**src/rtl/gb_clk_pkg.sv**
```systemverilog
// gb_clk_pkg: shared state enum and rate/timing defaults for the Game Boy clock-enable generator.
package gb_clk_pkg;
    typedef enum logic {RUN, STALL} state_e;
    localparam int unsigned INC_2X = 32'd555999952;
    localparam int unsigned INC_1X = 32'd277999976;
    localparam int STALL_TICKS_DEF = 8200;
    localparam int RST_TICKS_DEF = 1024;
endpackage

```
**src/rtl/gb_frac_ce.sv**
```systemverilog
// gb_frac_ce: fractional phase accumulator producing a raw carry, frozen while paused.
module gb_frac_ce #(
    parameter int ACC_W = 32,
    parameter logic [ACC_W-1:0] INC = ACC_W'(gb_clk_pkg::INC_2X)
) (
    input  logic clk,
    input  logic reset,
    input  logic pause_i,
    output logic carry_o
);
    logic [ACC_W-1:0] acc_q, acc_d;
    logic [ACC_W:0] sum;
    always_comb begin
        sum = {1'b0, acc_q} + {1'b0, INC};
        carry_o = ~pause_i & sum[ACC_W];
        acc_d = pause_i ? acc_q : sum[ACC_W-1:0];
    end
    always_ff @(posedge clk) begin
        if (reset) acc_q <= '0;
        else acc_q <= acc_d;
    end
endmodule

```
**src/rtl/gb_clk_enable.sv**
```systemverilog
// gb_clk_enable: derives ce/ce_n/ce_2x/cpu_ce from the system clock, sequences CGB
// speed switches and stretches the core reset.
module gb_clk_enable
    import gb_clk_pkg::*;
#(
    parameter int ACC_W = 32,
    parameter logic [ACC_W-1:0] INC = ACC_W'(INC_2X),
    parameter int STALL_TICKS = STALL_TICKS_DEF,
    parameter int RST_TICKS = RST_TICKS_DEF
) (
    input  logic clk,
    input  logic reset,
    input  logic pause,
    input  logic switch_req,
    output logic ce_2x,
    output logic ce,
    output logic ce_n,
    output logic cpu_ce,
    output logic double_speed,
    output logic switch_done,
    output logic gb_reset
);
    state_e state_q, state_d;
    logic carry, phase_q, accept, stall_end;
    logic ce_2x_q, ce_q, ce_n_q, cpu_ce_q, cpu_ce_d, ds_q, ds_d, done_q;
    logic [15:0] stall_cnt_q, stall_cnt_d, rst_cnt_q, rst_cnt_d;

    gb_frac_ce #(.ACC_W(ACC_W), .INC(INC)) u_frac (
        .clk(clk), .reset(reset), .pause_i(pause), .carry_o(carry)
    );

    // Counters advance on the registered ce pulse, so pause freezes them implicitly.
    always_comb begin
        accept = state_q == RUN && switch_req && rst_cnt_q == '0;
        stall_end = state_q == STALL && ce_q && stall_cnt_q <= 16'd1;
        state_d = accept ? STALL : stall_end ? RUN : state_q;
        stall_cnt_d = accept ? 16'(STALL_TICKS)
                    : (state_q == STALL && ce_q) ? stall_cnt_q - 16'd1 : stall_cnt_q;
        ds_d = stall_end ? ~ds_q : ds_q;
        rst_cnt_d = (ce_q && rst_cnt_q != '0) ? rst_cnt_q - 16'd1 : rst_cnt_q;
        cpu_ce_d = state_q == RUN && !accept && carry && (ds_q || phase_q);
    end

    always_ff @(posedge clk) begin
        if (reset) begin
            state_q <= RUN;
            phase_q <= 1'b0;
            ce_2x_q <= 1'b0;
            ce_q <= 1'b0;
            ce_n_q <= 1'b0;
            cpu_ce_q <= 1'b0;
            ds_q <= 1'b0;
            done_q <= 1'b0;
            stall_cnt_q <= '0;
            rst_cnt_q <= 16'(RST_TICKS);
        end else begin
            state_q <= state_d;
            phase_q <= phase_q ^ carry;
            ce_2x_q <= carry;
            ce_q <= carry & phase_q;
            ce_n_q <= carry & ~phase_q;
            cpu_ce_q <= cpu_ce_d;
            ds_q <= ds_d;
            done_q <= stall_end;
            stall_cnt_q <= stall_cnt_d;
            rst_cnt_q <= rst_cnt_d;
        end
    end

    assign ce_2x = ce_2x_q;
    assign ce = ce_q;
    assign ce_n = ce_n_q;
    assign cpu_ce = cpu_ce_q;
    assign double_speed = ds_q;
    assign switch_done = done_q;
    assign gb_reset = rst_cnt_q != '0;
endmodule

```
**config.mk**
```make
export PLATFORM = sky130hd
export DESIGN_NAME = gb_clk_enable
export DESIGN_NICKNAME = d
export VERILOG_FILES = /design/src/rtl/gb_clk_pkg.sv /design/src/rtl/gb_frac_ce.sv /design/src/rtl/gb_clk_enable.sv
export SDC_FILE = /design/constraint.sdc
export NUM_CORES = 1
export LEC_CHECK = 0
export CAP_MARGIN = 30
export CORE_MARGIN = 10
export CORE_UTILIZATION = 35
export DETAILED_ROUTE_END_ITERATION = 8
export DONT_BUFFER_PORTS = 1
export GPL_ROUTABILITY_DRIVEN = 0
export PLACE_DENSITY = 0.52
export SLEW_MARGIN = 20
export SYNTH_ARGS = -nofsm -noshare
export SYNTH_HDL_FRONTEND = slang
export SYNTH_HIERARCHICAL = 1
export SYNTH_SLANG_ARGS = --single-unit
```
**constraint.sdc**
```tcl
create_clock -name clk -period 2.5 [get_ports clk]
set_input_delay 0.125 -clock clk [delete_from_list [all_inputs] [get_ports clk]]
set_output_delay 0.125 -clock clk [all_outputs]
set_load 0.01 [all_outputs]
```
Yosys cells after proc, flatten, opt, wreduce, memory -nomap -nowiden
Index checks and enable logic that the tools add are counted.
{ "op_classes": {"add_sub_neg": 3, "n_lt_le_gt_ge": 1, "muxes": 4, "n_bitwise": 8, "reduce_logical": 15} }
{ "ops": {"columns": ["op", "n"], "rows": [
  ["32-bit by 30-bit adder with 33-bit output (second input constant)", 1],
  ["16-bit by 1-bit subtractor with 16-bit output (second input constant)", 2],
  ["14-bit two-way mux", 2],
  ["16-bit by 1-bit <= comparator with 1-bit output (second input constant)", 1],
  ["16-bit zero test", 1],
  ["16-bit nonzero test", 1],
  ["1-bit logical AND", 8],
  ["1-bit NOT", 4],
  ["2-bit nonzero test", 2],
  ["1-bit bitwise AND", 3],
  ["1-bit two-way mux", 2],
  ["2-bit OR reduction", 1],
  ["1-bit zero test", 1],
  ["1-bit logical OR", 1],
  ["1-bit XOR", 1]
]} }
{ "word_totals": {"register_bits": 72, "in_bits": 4, "output_inout_bits": 7, "word_cells": 43} }

Logic depth before layout (Yosys ltp)
Gate-level depths: netlist of run 1.
{ "logic_depth": {"word_depth": 7, "depth_mapped": 9, "mapped_depth_nobuf": 9} }

Hierarchy
The synthesis of run 1 kept the hierarchy.
{ "by_module_without_submodules": {"columns": ["module", "instances", "cells_per_inst", "area_per_inst_um2", "seq_area_each_um2"], "rows": [
  ["gb_clk_enable", 1, 218, 1990.7, 800.8],
  ["gb_frac_ce", 1, 188, 1555.2, 560.5]
]} }

Worst setup path after synthesis of run 1
Ideal clock, no wire load.
{ "synth_timing": {"path_kind": "reg2reg", "startpoint": "reg rst_cnt_q[0]", "endpoint": "reg state_q", "setup_ns": 0.059, "arrival_ns": 1.826, "required_time_ns": 2.441, "setup_slack_ns": 0.615, "path_stages_with_launch": 8, "path_buffers": 1, "synth_period_minus_slack_ns": 1.885, "cell_sequence": "dfxtp_1 > inv_1 > ha_1 > or3b_2 > nor4_4 > buf_6 > a31o_4 > o311a_1"} }
{ "synth_between": {"elab_chain_len": 3, "word_cells_on_any_way": 4, "cone_classes": "1 x mux; 3 x reduce/logical"} }
{ "synth_rtl": {"columns": ["element", "line_no", "text"], "rows": [
  ["start, declared", "gb_clk_enable.sv:26", "logic [15:0] stall_cnt_q, stall_cnt_d, rst_cnt_q, rst_cnt_d;"],
  ["start signal, assigned", "gb_clk_enable.sv:55", "rst_cnt_q <= 16'(RST_TICKS);"],
  ["start signal, assigned", "gb_clk_enable.sv:66", "rst_cnt_q <= rst_cnt_d;"],
  ["16-bit zero test (*)", "gb_clk_enable.sv:34", "accept = state_q == RUN && switch_req && rst_cnt_q == '0;"],
  ["1-bit logical AND (*)", "gb_clk_enable.sv:34", null],
  ["1-bit two-way mux / 2-bit nonzero test (equally long branches)", null, null],
  ["end signal, assigned", "gb_clk_enable.sv:57", "state_q <= state_d;"],
  ["end, declared", "gb_clk_enable.sv:23", "state_e state_q, state_d;"]
]} }
Mark *: on every way between the ends. The rest lies on a longest branch, timed or not.
A chain may end at the register's enable or synchronous reset.

Final worst setup path of run 1
{ "layout_timing": {"startpoint": "reg rst_cnt_q[0]", "endpoint": "reg stall_cnt_q[7]"} }
{ "layout_between": {"elab_chain_len": 3} }
{ "layout_rtl": {"columns": ["element", "line_no", "text"], "rows": [
  ["16-bit zero test", "gb_clk_enable.sv:34", null],
  ["1-bit logical AND", "gb_clk_enable.sv:34", null],
  ["2-bit OR reduction (no source line)", null, null],
  ["end signal, assigned", "gb_clk_enable.sv:65", "stall_cnt_q <= stall_cnt_d;"],
  ["end, declared", "gb_clk_enable.sv:26", null]
]} }
No other way between the ends.

==> impl_metrics.json, run 1 <==
{
  "drive_gt1_share_pct": 11.2,
  "ys_seq_elements": 68,
  "relSlewSlack_pct": 53.8,
  "min_path_type": "in2reg",
  "drv_cap": 0,
  "drtIter0Drc": 237,
  "cts.htree.levels": 3,
  "synth_cells": 406,
  "diodes": 0,
  "start_util_pct": 36.1,
  "holdCritStartpoint": "pause",
  "clk_path_buf_depth": 2,
  "cp_max_fo": 11,
  "async_flop_share_pct": 0,
  "numCtsBuffers": 9,
  "final-setup-viol-count": 0,
  "post_drt_wl_per_cell_um": 14.7,
  "root_buffer": "clkbuf_8",
  "holdPathEnd": "u_frac/acc_q[20]",
  "critPathSlowestCell": "or3b_2",
  "clkLatencyLatePin_ns": 0.35,
  "synth_cell_types": 66,
  "rsz0062_at_grt": "false",
  "vias": 2932,
  "ys_warn_count": 6,
  "core_um2": 9820,
  "portBuffers": 0,
  "power_density_nw_per_um2": 640,
  "endpoint_kind": "register",
  "p_leak_uw": 0.00141,
  "tightest_slew_ns": 0.686,
  "place_area_um2": 3680,
  "dp_hpwl_um": 5090,
  "fillCellCount": 1000,
  "avgSynthCellArea_um2": 8.73,
  "maxSlewViolCount": 0,
  "r2r_start": "rst_cnt_q[0]",
  "drtAntennaViolNets": 0,
  "tritoncts": "done",
  "arrival_ns": 2.32,
  "ys_seq_area_share_pct": 38.4,
  "clock_sinks": 68,
  "crit_chain": "inv_1 -> ha_1 -> or3b_2 -> nor4_4 -> a41o_1 -> nor2_1",
  "layout_min_cycle_time_ns": 2.09,
  "fin_tns_setup_ns": 0,
  "die_y_um": 121,
  "critical_path_buf_inv_count": 1,
  "outcome": "finished clean",
  "clkTransAtPathRegs_ns": 0.08,
  "grt_pass1_vias": 2801,
  "die_w_um": 121,
  "grt_pass1_wl_um": 13700,
  "ios": 11,
  "wirelength_um": 8090,
  "area_delta_synth_final_pct": 12.7,
  "critPathLaunchType": "register",
  "peakVddDrop_v": 0.000343,
  "dieArea_um2": 14600,
  "hold_violations": 0,
  "grtUsageTotal_pct": 11.5,
  "regToRegSetupSlack_ns": 0.41,
  "min_delay_path_depth": 3,
  "fmax_ghz": 0.479,
  "crit_family": "simple AND/OR/NAND/NOR gates",
  "r2r-end": "stall_cnt_q[7]",
  "rows": 36,
  "cpPeakStageDelay_ns": 0.51,
  "via_per_inst": 5.32,
  "worstPathRequired_ns": 2.74,
  "final_area_um2": 4000,
  "drc": 0,
  "cts_post_setup_buffers_inserted": 0,
  "fin_crit_sh_pct": 83.5,
  "ys.flop_type": "dfxtp_1",
  "layout.nets": 424,
  "synth_fp_nets": 417,
  "reg2reg_depth": 6,
  "multi_input_area_um2": 2050,
  "antenna_found_initial": 0,
  "grt_max_degree": 56,
  "first_pass_iters": 4,
  "grt_remaining_overflow": 0,
  "synth_edf_count": 0,
  "path_class": "reg2reg",
  "synth_area_um2": 3550,
  "regArea_um2": 1360,
  "clock_skew_ns": 0.0111
}
-- power breakdown --
part / switching (uW) / internal [uW] / total, uW
registers: 52.3 / 1130 / 1180
clock network: 458 / 669 / 1130
logic: 143 / 110 / 253
total: 654 / 1910 / 2560
-- area by class of cell --
| class | count | area share (%) |
|---|---|---|
| clock buffers | 9 | 3.10 |
| repair buffers | 12 | 3.01 |
| flip-flops and latches | 68 | 34.1 |
| multi-input cells | 309 | 51.3 |
| well taps | 133 | 4.16 |
| clock inverters | 7 | 3.10 |
| inverters | 13 | 1.22 |
-- worst register-to-register path, stage by stage, from the launching register on --
cell and delay, ns:
dfxtp_1 0.35, inv_1 0.09, ha_1 0.15, or3b_2 0.51
nor4_4 0.30, a41o_1 0.48, nor2_1 0.10
-- cell usage after synthesis, types with 9 or more instances --
master | instances | area (um2)
a21oi_1 | 30 | 150
clkbuf_1 | 9 | 33.8
dfxtp_1 | 68 | 1360
inv_1 | 13 | 48.8
nand2_1 | 19 | 71.3
nand3_1 | 13 | 65.1
nand4_1 | 13 | 81.3
nor2_1 | 55 | 206
nor2b_1 | 10 | 62.6
nor3_1 | 10 | 50.1
o21ai_0 | 14 | 70.1
or3_1 | 10 | 62.6
xnor2_1 | 12 | 105
xor2_1 | 17 | 149
-- metal layers --
layer | routed length (um) | up-vias | global-route usage, % | share of wire (%)
met5 | 0 | - | 0 | 0
met4 | 53 | 0 | 5.05 | 0.66
met3 | 316 | 4 | 3.30 | 3.9
met2 | 3740 | 45 | 17.6 | 46
met1 | 3980 | 1376 | 14.8 | 49
li1 | - | 1507 | - | -
-- stage by stage --
step | worst slack (ns) | instances | util [%] | hold slack (ns) | total power (uW)
2_1_floorplan | 0.615 | 406 | - | 0.205 | 1410
3_3_place_gp | 0.445 | 530 | 37.5 | 0.214 | 1420
3_5_place_dp | 0.411 | 530 | 37.5 | 0.212 | 1420
4_1_cts | 0.389 | 551 | 40.7 | 0.00173 | 2600
5_1_grt | 0.268 | 551 | 40.7 | 0.0296 | 2680
6_report | 0.412 | 551 | 40.7 | 0.0224 | 2560
-- cell usage in the layout (no fill, tap or decap), types with 4 or more instances in the layout --
cell / instances
o32ai_1: 4
nand4_1: 13
inv_1: 13
a21o_1: 4
mux2_1: 4
o21ai_0: 14
nand3_1: 13
o31ai_1: 8
nor3_1: 10
dfxtp_1: 68
a21oi_1: 30
ha_1: 7
or3_1: 10
dlygate4sd3_1: 4
clkbuf_8: 9
nor2_1: 55
nand2_1: 19
buf_4: 7
xnor2_1: 12
nor2b_1: 10
xor2_1: 17
nor4_1: 5
or4_1: 8
-- repair_timing --
item,CTS,global route
hold buffers,5,0
endpoints found under the hold margin,55,0
resized for setup,0,0
-- registers in the layout, indices dropped and copies added, names as in the netlist --
register,flops
ce,1
u_frac/acc_q,28
ce_2x,1
phase_q,1
cpu_ce,1
stall_cnt_q,16
double_speed,1
ce_n,1
rst_cnt_q,16
switch_done,1
state_q,1
-- logic make-up (layout without fill, tap and decap cells) --
kind of cell / after synthesis / count (layout) / synth area share [%]
multiplexers: 8 / 8 / 2.47
XOR/XNOR: 29 / 29 / 7.16
AND/OR/NAND/NOR: 180 / 180 / 29.7
buffers and inverters: 29 / 41 / 3.74
AO/OA/AOI/OAI: 85 / 85 / 16.1
adder cells (fa/ha/maj): 7 / 7 / 2.47
flip-flops: 68 / 68 / 38.4
-- how the worst max path moves through the flow --
stage                       to  slack [ns]    startpoint  cells after the start
2_1_floorplan          state_q        0.61  rst_cnt_q[0]                      7
3_3_place_gp    stall_cnt_q[6]        0.45  rst_cnt_q[0]                      6
3_5_place_dp   stall_cnt_q[14]        0.41  rst_cnt_q[0]                      6
4_1_cts         stall_cnt_q[7]        0.39  rst_cnt_q[0]                      6
5_1_grt         stall_cnt_q[5]        0.27  rst_cnt_q[0]                      6
6_report        stall_cnt_q[7]        0.41  rst_cnt_q[0]                      6
(Power assumes the default switching activity.)
==> run 2, diff against run 1 <==
--- a/config.mk
+++ b/config.mk
@@ -11,7 +11,7 @@
 export DETAILED_ROUTE_END_ITERATION = 8
 export DONT_BUFFER_PORTS = 1
 export GPL_ROUTABILITY_DRIVEN = 0
-export PLACE_DENSITY = 0.52
+export PLACE_DENSITY = 0.54
 export SLEW_MARGIN = 20
 export SYNTH_ARGS = -nofsm -noshare
 export SYNTH_HDL_FRONTEND = slang
==> constraint.sdc (replaced) <==
create_clock -name clk -period 1.7 [get_ports clk]
set_input_delay 0.085 -clock clk [delete_from_list [all_inputs] [get_ports clk]]
set_output_delay 0.085 -clock clk [all_outputs]
set_load 0.01 [all_outputs]
==> impl_metrics.json, run 2 (synthesis gave the netlist of run 1 again) <==
{
  "outcome": "finished, violations left",
  "violations": "negative hold slack, negative setup slack",
  "swShare_pct": 26.8,
  "core_um2": 9820,
  "final-setup-viol-count": 30,
  "worstPathRequired_ns": 1.93,
  "layout_min_cycle_time_ns": 1.80,
  "path_class": "reg2reg",
  "portBuffers": 0,
  "maxSlewViolCount": 0,
  "final_cell_mix": "72 x buf_4, 55 x dfxtp_1, 54 x nor2_1",
  "power_density_nw_per_um2": 709,
  "fmax_ghz": 0.555,
  "dp.cells": 591,
  "first_pass_iters": 5,
  "drtAntennaViolNets": 0,
  "area_delta_synth_final_pct": 36.2,
  "layoutNonFillerInstCount": 628,
  "p_clk_share_pct": 32.6,
  "fillCellCount": 965,
  "cts.htree.levels": 3,
  "cp_max_fo": 3,
  "numCtsBuffers": 9,
  "endpoint_kind": "register",
  "crit_chain": "a211o_1 -> and2b_2 -> or3_1 -> a21oi_2 -> mux2_1",
  "start_util_pct": 36.1,
  "post_drt_wl_per_cell_um": 14.1,
  "rows": 36,
  "largest_register_ffs": 28,
  "grt_max_degree": 62,
  "clkLatencyLatePin_ns": 0.35,
  "min_path_type": "in2reg",
  "clk_path_buf_depth": 2,
  "dieArea_um2": 14600,
  "relSlewSlack_pct": 71.2,
  "drtIter0Drc": 258,
  "rsz0062_at_grt": "true",
  "holdWs_ns": -0.0515,
  "drc": 0,
  "p_int_uw": 2510,
  "grt_pass1_wl_um": 14600,
  "p_leak_uw": 0.00180,
  "reg.largest.list": "u_frac/acc_q: 28 flops, rst_cnt_q: 16 flops, stall_cnt_q: 16 flops",
  "p_sw_uw": 919,
  "peakVddDrop_v": 0.000308,
  "tightest_slew_ns": 0.431,
  "clock_sinks": 68,
  "vias": 3254,
  "fin_util_pct": 49.2,
  "diodes": 0,
  "critPathLaunchType": "register",
  "die_w_um": 121,
  "antenna_found_initial": 0,
  "grt_pass1_vias": 3121,
  "ios": 11,
  "power_frac_seq_pct": 50.6,
  "layout.nets": 503,
  "cpPeakStageDelay_ns": 0.36,
  "wirelength_um": 8870,
  "drv_cap": 0,
  "regMostFlops": "u_frac/acc_q",
  "clkTransAtPathRegs_ns": 0.07,
  "grt_remaining_overflow": 0,
  "die_y_um": 121,
  "fin_crit_sh_pct": 106,
  "dp_hpwl_um": 5670,
  "arrival_ns": 2.03,
  "combPwrFrac_pct": 16.8,
  "root_buffer": "clkbuf_8",
  "via_per_inst": 5.18,
  "drive_gt1_share_pct": 33.9,
  "grtUsageTotal_pct": 12.1,
  "worst_slack_ns": -0.100,
  "critPathSlowestCell": "or3_1",
  "hold_violations": 5,
  "layout_commonest_cell": "buf_4",
  "tritoncts": "done",
  "clock_skew_ns": 0.0126
}
[run 2: cell types whose count changed in the layout (fill, tap and decap cells not counted), moves of 4 or more]
cell,before,now
dfxtp_2,0,12
a21oi_1,30,23
o21ai_0,14,10
dlygate4sd3_1,4,8
dfxtp_1,68,55
ha_1,7,2
buf_4,7,72
a21oi_2,0,7
buf_6,0,9
[run 2: stage by stage]
step	TNS (ns)	setup slack [ns]	total power, uW	cell area, um2
after floorplan	-0.428	-0.0814	2080	3600
after global placement	-0.880	-0.0831	2180	4200
after detailed placement	-1.94	-0.0934	2190	4200
after CTS	-1.57	-0.0930	3400	4650
after global routing	-4.58	-0.177	3610	4830
final	-1.60	-0.100	3430	4830
[run 2: repair_timing]
action / 4_1_cts / 5_1_grt
buffers inserted: 9 / 6
hold endpoints to repair: 56 / 7
hold buffers: 8 / 1
pin swaps: 17 / 32
endpoints found under the setup margin: 39 / 52
resized for setup: 25 / 35
[run 2: cell type report]
| class | instances | area, um2 | area share, % |
|---|---|---|---|
| multi-input combinational | 309 | 2310 | 47.8 |
| timing repair buffer | 91 | 769 | 15.9 |
| sequential | 68 | 1380 | 28.6 |
| clock inverter | 3 | 15.0 | 0.311 |
| inverter | 13 | 48.8 | 1.01 |
| tap | 133 | 166 | 3.45 |
| clock buffer | 11 | 141 | 2.93 |
[run 2: path summary, 6_finish.rpt]
check	endpoint	startpoint	depth (start not counted)	slack, ns
setup / recovery	u_frac/acc_q[21]	u_frac/acc_q[5]	5	-0.10
hold reg to reg	u_frac/acc_q[28]	u_frac/acc_q[28]	2	0.48
setup reg to reg	u_frac/acc_q[21]	u_frac/acc_q[5]	5	-0.10
hold / removal	u_frac/acc_q[25]	pause	2	-0.05
[run 2: metal layers]
| layer | wire, um | track usage, % | vias up |
|---|---|---|---|
| li1 | - | - | 1658 |
| met3 | 205 | 2.28 | 8 |
| met4 | 104 | 5.51 | 0 |
| met2 | 4250 | 19.9 | 31 |
| met1 | 4310 | 14.9 | 1557 |
| met5 | 0 | 0 | - |
[run 2: worst max-delay path: cells and delay by family (launching register included)]
| family | cells | cell delay (ns) |
|---|---|---|
| AOI/OAI and AO/OA | 2 | 0.46 |
| DFF | 1 | 0.34 |
| muxes | 1 | 0.32 |
| and+or+nand+nor | 2 | 0.57 |
[run 2: power groups by stage]
stage	Combinational, uW	Sequential [uW]	Clock [uW]
2_1_floorplan	326	1750	0
3_3_place_gp	424	1760	0
3_5_place_dp	427	1760	0
4_1_cts	510	1730	1160
5_1_grt	634	1740	1230
6_report	574	1730	1120
